**src/rtl/ctrl_pkg.sv**
```systemverilog
// Shared definitions for the multi-cycle control sequencer: state codes,
// branch-select codes, reset constants and the branch-condition helper.
package ctrl_pkg;

  typedef enum logic [2:0] {
    ST_FETCH  = 3'd0,
    ST_DECODE = 3'd1,
    ST_EXEC   = 3'd2,
    ST_MEM    = 3'd3,
    ST_WB     = 3'd4,
    ST_HALTED = 3'd5
  } state_e;

  localparam logic [2:0] BS_NONE   = 3'b000;
  localparam logic [2:0] BS_Z      = 3'b001;
  localparam logic [2:0] BS_NZ     = 3'b010;
  localparam logic [2:0] BS_NN     = 3'b011;
  localparam logic [2:0] BS_N      = 3'b100;
  localparam logic [2:0] BS_ALWAYS = 3'b101;

  localparam int          RESET_PC_DEFAULT = 0;
  localparam logic [15:0] INST_RESET       = 16'h0000;

  // Codes 110 and 111 are reserved and never take the branch.
  function automatic logic branch_taken(input logic [2:0] bs, input logic z, input logic n);
    logic taken;
    case (bs)
      BS_Z:      taken = z;
      BS_NZ:     taken = !z;
      BS_NN:     taken = !n;
      BS_N:      taken = n;
      BS_ALWAYS: taken = 1'b1;
      default:   taken = 1'b0;
    endcase
    return taken;
  endfunction

endpackage

```
**src/rtl/multicycle_ctrl_pc_next.sv**
```systemverilog
// Combinational next-PC: PC+1, plus the sign-extended offset when the
// selected branch condition holds on the latched flags.
module pc_next
  import ctrl_pkg::*;
#(
  parameter int PC_W = 8
) (
  input  logic [PC_W-1:0] pc,
  input  logic [2:0]      bs,
  input  logic [5:0]      off,
  input  logic            z,
  input  logic            n,
  output logic [PC_W-1:0] pc_nxt
);

  logic [PC_W-1:0] off_ext;

  always_comb begin
    off_ext = PC_W'(signed'(off));
    pc_nxt  = pc + PC_W'(1);
    if (branch_taken(bs, z, n)) begin
      pc_nxt = pc_nxt + off_ext;
    end
  end

endmodule

```
**src/rtl/multicycle_ctrl.sv**
```systemverilog
// Multi-cycle control sequencer: owns PC, IR, ALU flags and the retire
// counter, and steps each instruction through FETCH/DECODE/EXEC/MEM/WB.
module multicycle_ctrl
  import ctrl_pkg::*;
#(
  parameter int              PC_W     = 8,
  parameter logic [PC_W-1:0] RESET_PC = PC_W'(RESET_PC_DEFAULT)
) (
  input  logic            clk,
  input  logic            rst_n,
  output logic            imem_req,
  output logic [PC_W-1:0] imem_addr,
  input  logic            imem_ack,
  input  logic [15:0]     imem_data,
  output logic [15:0]     inst,
  input  logic            ld_in,
  input  logic            md_in,
  input  logic            mw_in,
  input  logic            halt_in,
  input  logic [2:0]      bs_in,
  input  logic [5:0]      off_in,
  input  logic            zero,
  input  logic            neg,
  output logic            dmem_req,
  output logic            dmem_we,
  input  logic            dmem_ack,
  output logic            rf_we,
  output logic [PC_W-1:0] pc,
  output logic            halted,
  output logic [2:0]      state,
  output logic [15:0]     retired
);

  state_e          state_q, state_d;
  logic [PC_W-1:0] pc_q, pc_d, pc_nxt;
  logic [15:0]     inst_q, inst_d;
  logic [15:0]     retired_q, retired_d;
  logic            z_q, z_d, n_q, n_d;
  logic            imem_req_q, imem_req_d;
  logic            dmem_req_q, dmem_req_d;
  logic            dmem_we_q, dmem_we_d;
  logic            rf_we_q, rf_we_d;
  logic            halted_q, halted_d;

  pc_next #(.PC_W(PC_W)) u_pc_next (
    .pc     (pc_q),
    .bs     (bs_in),
    .off    (off_in),
    .z      (z_q),
    .n      (n_q),
    .pc_nxt (pc_nxt)
  );

  always_comb begin
    state_d   = state_q;
    pc_d      = pc_q;
    inst_d    = inst_q;
    retired_d = retired_q;
    z_d       = z_q;
    n_d       = n_q;
    case (state_q)
      ST_FETCH: begin
        if (imem_ack) begin
          inst_d  = imem_data;
          state_d = ST_DECODE;
        end
      end
      ST_DECODE: state_d = halt_in ? ST_HALTED : ST_EXEC;
      ST_EXEC: begin
        z_d     = zero;
        n_d     = neg;
        state_d = (mw_in || (ld_in && md_in)) ? ST_MEM : ST_WB;
      end
      ST_MEM: begin
        if (dmem_ack) state_d = ST_WB;
      end
      ST_WB: begin
        pc_d      = pc_nxt;
        retired_d = retired_q + 16'd1;
        state_d   = ST_FETCH;
      end
      ST_HALTED: state_d = ST_HALTED;
      default:   state_d = ST_FETCH;
    endcase

    // Outputs are registered from the next state so they are glitch-free
    // and still drop asynchronously with reset.
    imem_req_d = (state_d == ST_FETCH);
    dmem_req_d = (state_d == ST_MEM);
    dmem_we_d  = (state_d == ST_MEM) && mw_in;
    rf_we_d    = (state_d == ST_WB) && ld_in;
    halted_d   = (state_d == ST_HALTED);
  end

  always_ff @(posedge clk or negedge rst_n) begin
    if (!rst_n) begin
      state_q    <= ST_FETCH;
      pc_q       <= RESET_PC;
      inst_q     <= INST_RESET;
      retired_q  <= 16'd0;
      z_q        <= 1'b0;
      n_q        <= 1'b0;
      imem_req_q <= 1'b0;
      dmem_req_q <= 1'b0;
      dmem_we_q  <= 1'b0;
      rf_we_q    <= 1'b0;
      halted_q   <= 1'b0;
    end else begin
      state_q    <= state_d;
      pc_q       <= pc_d;
      inst_q     <= inst_d;
      retired_q  <= retired_d;
      z_q        <= z_d;
      n_q        <= n_d;
      imem_req_q <= imem_req_d;
      dmem_req_q <= dmem_req_d;
      dmem_we_q  <= dmem_we_d;
      rf_we_q    <= rf_we_d;
      halted_q   <= halted_d;
    end
  end

  assign imem_req  = imem_req_q;
  assign imem_addr = pc_q;
  assign inst      = inst_q;
  assign dmem_req  = dmem_req_q;
  assign dmem_we   = dmem_we_q;
  assign rf_we     = rf_we_q;
  assign pc        = pc_q;
  assign halted    = halted_q;
  assign state     = state_q;
  assign retired   = retired_q;

endmodule

```
**config.mk**
```make
export PLATFORM = sky130hd
export DESIGN_NAME = multicycle_ctrl
export DESIGN_NICKNAME = d
export VERILOG_FILES = /design/src/rtl/ctrl_pkg.sv /design/src/rtl/multicycle_ctrl_pc_next.sv /design/src/rtl/multicycle_ctrl.sv
export SDC_FILE = /design/constraint.sdc
export NUM_CORES = 1
export LEC_CHECK = 0
export CAP_MARGIN = 0
export CORE_ASPECT_RATIO = 0.9
export CORE_MARGIN = 4
export CORE_UTILIZATION = 50
export CTS_BUF_LIST = sky130_fd_sc_hd__clkbuf_8
export CTS_CLUSTER_SIZE = 28
export DETAILED_ROUTE_END_ITERATION = 10
export PLACE_DENSITY = 0.94
export SLEW_MARGIN = 20
export SYNTH_ARGS = -nofsm -noshare
export SYNTH_HDL_FRONTEND = slang
export SYNTH_SLANG_ARGS = --single-unit
```
**constraint.sdc**
```tcl
create_clock -name clk -period 5.8 [get_ports clk]
set_clock_uncertainty 0.1 [all_clocks]
set_input_delay 0.58 -clock clk [delete_from_list [all_inputs] [get_ports clk]]
set_output_delay 0.58 -clock clk [all_outputs]
set_load 0.05 [all_outputs]
```
Yosys cells after proc, flatten, opt, wreduce, memory -nomap -nowiden
Index checks and enable logic that the tools add are counted.

storage, ports and cells
  input bits = 35
  bits in registers = 50

cells by class
  reduce and logical (&&, ||, !) cells = 9
  muxes and demuxes = 7
  eq/ne operators = 13
  $add $sub $neg = 3

operator list
  kind                                                 count
  equality test 3 bit, second input constant           6
  adder 16 x 1 -> 16 bit, second input constant        1
  equality test 3 x 2 -> 1 bit, second input constant  5
  one-hot mux 3 bit (5 select lines)                   1
  two-way mux 3 bit                                    4
  adder 8 x 1 -> 8 bit, second input constant          1
  adder 8 bit                                          1
  two-way mux 8 bit                                    1
  equality test 3 x 1 -> 1 bit, second input constant  2
  logical NOT 3 bit                                    2
  one-hot mux 1 bit (5 select lines)                   1
  logical AND 1 bit                                    3
  logical NOT 1 bit                                    2
  AND reduction 2 bit                                  1
  logical OR 1 bit                                     1

Logic depth before layout (Yosys ltp)
  word-level depth = 6
  depth in mapped cells = 11
  gate-level depth less buffers = 11

By module
From an unflattened synthesis, not the netlist that was laid out.

unflattened totals
  cell total of the unflattened synthesis = 216
  area total of the unflattened synthesis = 2577.5 um^2

by module, submodules not included
  module           area each (um^2)  seq. area each (um^2)  times used  cells an instance
  multicycle_ctrl  2079.5            1251.2                 1           150
  pc_next          498.0             0.0                    1           66

Least setup slack after synthesis
OpenSTA, ideal clock, no wires.

  path kind = register to register
  start point = reg pc_q[1] (netlist: imem_addr[1])
  end point = reg pc_q[7] (netlist: imem_addr[7])
  setup slack = 2.932 ns
  data required time = 5.581 ns
  stages on the path, launching flop included = 12
  library setup time = 0.119 ns
  arrival time = 2.649 ns
  cells stage by stage = dfrtp_1 ha_1 and3_1 nand3_1 xnor2_1 ha_1 nand2_1 nand3b_1 o221a_2 a2111o_1 nand3_1 nand2_1

between the ends
  cells in the longest elaborated chain, start to end = 3

RTL lines
  element                 RTL line                       source
  start, declared         multicycle_ctrl.sv:35          logic [PC_W-1:0] pc_q, pc_d, pc_nxt;
  start signal, assigned  multicycle_ctrl.sv:110         pc_q <= pc_d;
  adder 8 x 1 -> 8 bit *  multicycle_ctrl_pc_next.sv:20  pc_nxt = pc + PC_W'(1);
  adder 8 bit             multicycle_ctrl_pc_next.sv:22  pc_nxt = pc_nxt + off_ext;
  two-way mux 8 bit *     multicycle_ctrl_pc_next.sv:21  if (branch_taken(bs, z, n)) begin

Every way passes the cells marked *; elsewhere a longest branch is shown, timed or not.
A chain may end at the register's enable or synchronous reset.

Worst setup path in the final report
Same ends and word-level chain as after synthesis.

==> metrics <==
multiplexer area fraction after synthesis=8.62%; achievable frequency=approximately 360 MHz; area fraction in and, or, nand and nor cells after synthesis=14.3%; largest voltage drop on the vdd net=around 0.31 mV; synthesized-area fraction occupied by ao, oa, aoi and oai cells=10.5%; Startpoint Class=flop; initial standard-cell utilization of the core=52.4%; data arrival time at the worst-slack endpoint=2850 ps; Antenna diodes=0; CTS tree=built; final count of negative-setup-slack endpoints=0; Sw Share=50.0%; final max-slew violation count=0; share of final-layout standard cells stronger than drive strength 1=10.2%; summed instance area of the synthesized netlist=2580 um2; share of total power in sequential cells=about 28%; wire length of the first global-routing pass=9830 um; commonest non-fill, non-tap cells in the layout=sky130_fd_sc_hd__clkdlybuf4s50_1 (89), sky130_fd_sc_hd__dfrtp_1 (50), sky130_fd_sc_hd__nand2_1 (20); total congestion overflow after global routing=0; Psw=1.08 mW; number of synthesized register bits=50; class of the worst hold path=in -> async; Worst Setup End Kind=flop; initial antenna violation count=0; Routed wire per std cell=15.4 um; number of buffers created by CTS=5; final routed DRC violation total=0; Num Clock Sinks=50; I/O Pins=91; synthesized net count=approximately 290; post-route total power=2.16 mW; Post-Route Hold Slack=198 ps; post-synthesis adder-cell area fraction=approximately 5.6%; area of the placeable core=roughly 4900 um2; cell row count=24; vias in the first global route=2081; number of warnings issued by yosys=0; outcome=finished, final reports clean; crit path max fanout=6; via total after detailed routing=~2100; internal power=1.08 mW; longest individual stage delay on the worst path=about 440 ps; initial DRC count=between 80 and 90; port bufs=90; Area after DPL=3470 um2; share of total power in the clock network=9.3%; weighted congestion at the end of routability-driven global placement=0.845; Post-Synth XOR/XNOR Area=8.48%; clock root cell=sky130_fd_sc_hd__clkbuf_8; most common library cell in the layout ignoring fill and taps=sky130_fd_sc_hd__clkdlybuf4s50_1; Vert. Die Dim=76.2 um; largest family of logic cells by synthesized area=simple AND/OR/NAND/NOR gates; fin area=about 3600 um2; number of buffers and inverters on the critical path=0; area of the die=6380 um2; final critical path time including I/O delays and setup=around 2800 ps; master of the slowest instance on the critical path=sky130_fd_sc_hd__dfrtp_1; Slew HR=between 40 and 50%; total leakage power=1.52 nW; DR pass1 iterations=4; final cycle utilization of the critical path=47.6%; Tightest Pin Transition=821 ps; post-cts hold buffer count=0; total placed cells including tap cells=381; count of max-cap constraint violations=0; global-route total usage across every layer=roughly a fifth; crit path kind=reg -> reg; synthesized area divided by synthesized cell count=10.8 um2; H-tree lvl count=2; floorplan die width=around 84 um; power per cell area=slightly above 600 nW/um2; Distinct cells, synth=39; number of setup buffers added after CTS=0; fraction of the yosys area taken by sequential cells=48.4%; setup tns final=0 ps; estimated wirelength of the detail-placed design=4650 um; number of gates resized after cts=0; clock latency of the later-clocked register in the worst-skew pair=290 ps; gate count after technology mapping=239; clock transition at the registers of the reported paths=90 ps; Logic pwr share=a little over three fifths; growth of design area from synthesis to finish=38.2%; antenna violation net count after detailed routing=0; number of standard cells in the final layout excluding fillers=389; CP Cell Sequence=ha_1, nand3_1, xnor2_1, ha_1, o211ai_1, o21ai_0, nand4b_1, a2111o_1, nand3_1, nand2_1; maximum number of pins on one net before global-route repair=51; via/cell ratio=approximately 5.4; Worst path top cell family by delay=compound AO/OA/AOI/OAI gates; worst path required time=between 5000 and 6000 ps; unrepaired setup endpoints after global routing=false; final WL=5980 um; Final Hold Viols=0; count of nets after finishing=369; clk buf depth=2
per-layer routing:
layer | part of all wire (%) | track usage [%] | up-vias
met5 | 0 | 0 | -
met4 | 1.9 | 5.79 | 0
met3 | 5.1 | 4.00 | 13
met2 | 54 | 34.4 | 52
met1 | 39 | 22.3 | 1018
li1 | - | - | 1004
kinds of logic after synthesis:
| logic type | Yosys count |
|---|---|
| and+or+nand+nor | 71 |
| DFF | 50 |
| AOI/OAI and AO/OA | 44 |
| xor gates and xnor gates | 25 |
| muxes | 20 |
| buffers and inverters | 18 |
| adders and majority gates | 11 |
Yosys cell counts:
| master | count | share of area [%] |
|---|---|---|
| sky130_fd_sc_hd__fa_1 | 1 | 0.78 |
| sky130_fd_sc_hd__o21a_1 | 1 | 0.29 |
| sky130_fd_sc_hd__buf_4 | 9 | 2.6 |
| sky130_fd_sc_hd__or3_4 | 1 | 0.44 |
| sky130_fd_sc_hd__a2111o_1 | 1 | 0.44 |
| sky130_fd_sc_hd__nor2_2 | 2 | 0.48 |
| sky130_fd_sc_hd__a31oi_1 | 4 | 0.97 |
| sky130_fd_sc_hd__o221a_2 | 1 | 0.44 |
| sky130_fd_sc_hd__nor2_1 | 16 | 2.3 |
| sky130_fd_sc_hd__nand3_1 | 9 | 1.7 |
| sky130_fd_sc_hd__ha_1 | 10 | 4.8 |
| sky130_fd_sc_hd__nor3b_4 | 1 | 0.73 |
| sky130_fd_sc_hd__nand4_1 | 3 | 0.73 |
| sky130_fd_sc_hd__a211oi_1 | 3 | 0.87 |
| sky130_fd_sc_hd__clkbuf_1 | 2 | 0.29 |
| sky130_fd_sc_hd__nand4b_1 | 1 | 0.34 |
| sky130_fd_sc_hd__buf_2 | 2 | 0.39 |
| sky130_fd_sc_hd__a21o_1 | 2 | 0.58 |
| sky130_fd_sc_hd__mux2i_1 | 2 | 0.78 |
| sky130_fd_sc_hd__dfrtp_1 | 50 | 48 |
| sky130_fd_sc_hd__nor3_1 | 2 | 0.39 |
| sky130_fd_sc_hd__xor2_1 | 7 | 2.4 |
| sky130_fd_sc_hd__o21ai_0 | 12 | 2.3 |
| sky130_fd_sc_hd__a22oi_1 | 1 | 0.29 |
| sky130_fd_sc_hd__mux2_2 | 18 | 7.8 |
| sky130_fd_sc_hd__o211ai_1 | 1 | 0.29 |
| sky130_fd_sc_hd__a21oi_2 | 1 | 0.34 |
| sky130_fd_sc_hd__nand3b_1 | 2 | 0.58 |
| sky130_fd_sc_hd__nand2_1 | 20 | 2.9 |
| sky130_fd_sc_hd__inv_1 | 5 | 0.73 |
| sky130_fd_sc_hd__and3_1 | 7 | 1.7 |
| sky130_fd_sc_hd__o22a_1 | 2 | 0.68 |
| sky130_fd_sc_hd__nand4_2 | 1 | 0.48 |
| sky130_fd_sc_hd__and2_1 | 1 | 0.24 |
| sky130_fd_sc_hd__a21oi_1 | 14 | 2.7 |
| sky130_fd_sc_hd__nand2b_1 | 2 | 0.48 |
| sky130_fd_sc_hd__nor2b_1 | 3 | 0.73 |
| sky130_fd_sc_hd__xnor2_1 | 18 | 6.1 |
| sky130_fd_sc_hd__a21boi_0 | 1 | 0.29 |
worst reg2reg max path: stages (launching register included):
cell	delay [ps]
sky130_fd_sc_hd__dfrtp_1	440
sky130_fd_sc_hd__ha_1	240
sky130_fd_sc_hd__nand3_1	130
sky130_fd_sc_hd__xnor2_1	160
sky130_fd_sc_hd__ha_1	350
sky130_fd_sc_hd__o211ai_1	90
sky130_fd_sc_hd__o21ai_0	380
sky130_fd_sc_hd__nand4b_1	230
sky130_fd_sc_hd__a2111o_1	410
sky130_fd_sc_hd__nand3_1	70
sky130_fd_sc_hd__nand2_1	50
sequential cells by signal, summed over array words and instances, names as in the netlist:
register   cells
n_q            1
inst          16
rf_we          1
z_q            1
retired       16
imem_req       1
halted         1
dmem_we        1
dmem_req       1
state          3
imem_addr      8
per-stage QoR:
| stage | worst slack, ps | utilization [%] |
|---|---|---|
| 6_report | 3040 | 72.5 |
| 5_1_grt | 2800 | 72.5 |
| 4_1_cts | 3060 | 72.4 |
| 3_5_place_dp | 2910 | 70.6 |
| 3_3_place_gp | 2990 | 70.6 |
| 2_1_floorplan | 2930 | - |
power by group through the flow:
stage	registers (mW)	clock network [mW]	logic, mW
final	0.596	0.201	1.36
after global routing	0.620	0.221	1.44
after CTS	0.598	0.205	1.37
after detailed placement	0.605	0	1.36
after global placement	0.594	0	1.33
after floorplan	0.987	0	0.584
cell type report:
| class | instances | area (um2) |
|---|---|---|
| clock buffers | 6 | 82.6 |
| well taps | 65 | 81.3 |
| multi-input cells | 171 | 1230 |
| inverters | 5 | 18.8 |
| clock inverters | 2 | 8.76 |
| fillers | 365 | 1360 |
| repair buffers | 90 | 898 |
| flip-flops and latches | 50 | 1250 |
final timing paths:
kind | start | slack, ps | depth (start not counted) | end
max | imem_addr[1] | 3040 | 10 | imem_addr[7]
min | rst_n | 200 | 1 | inst[12]
max reg2reg | imem_addr[1] | 3040 | 10 | imem_addr[7]
min reg2reg | retired[15] | 390 | 1 | retired[15]
max in group asynchronous | rst_n | 5000 | 1 | dmem_req
min in group clk | retired[15] | 390 | 1 | retired[15]
No activity file was read; power rests on OpenSTA's default activity.
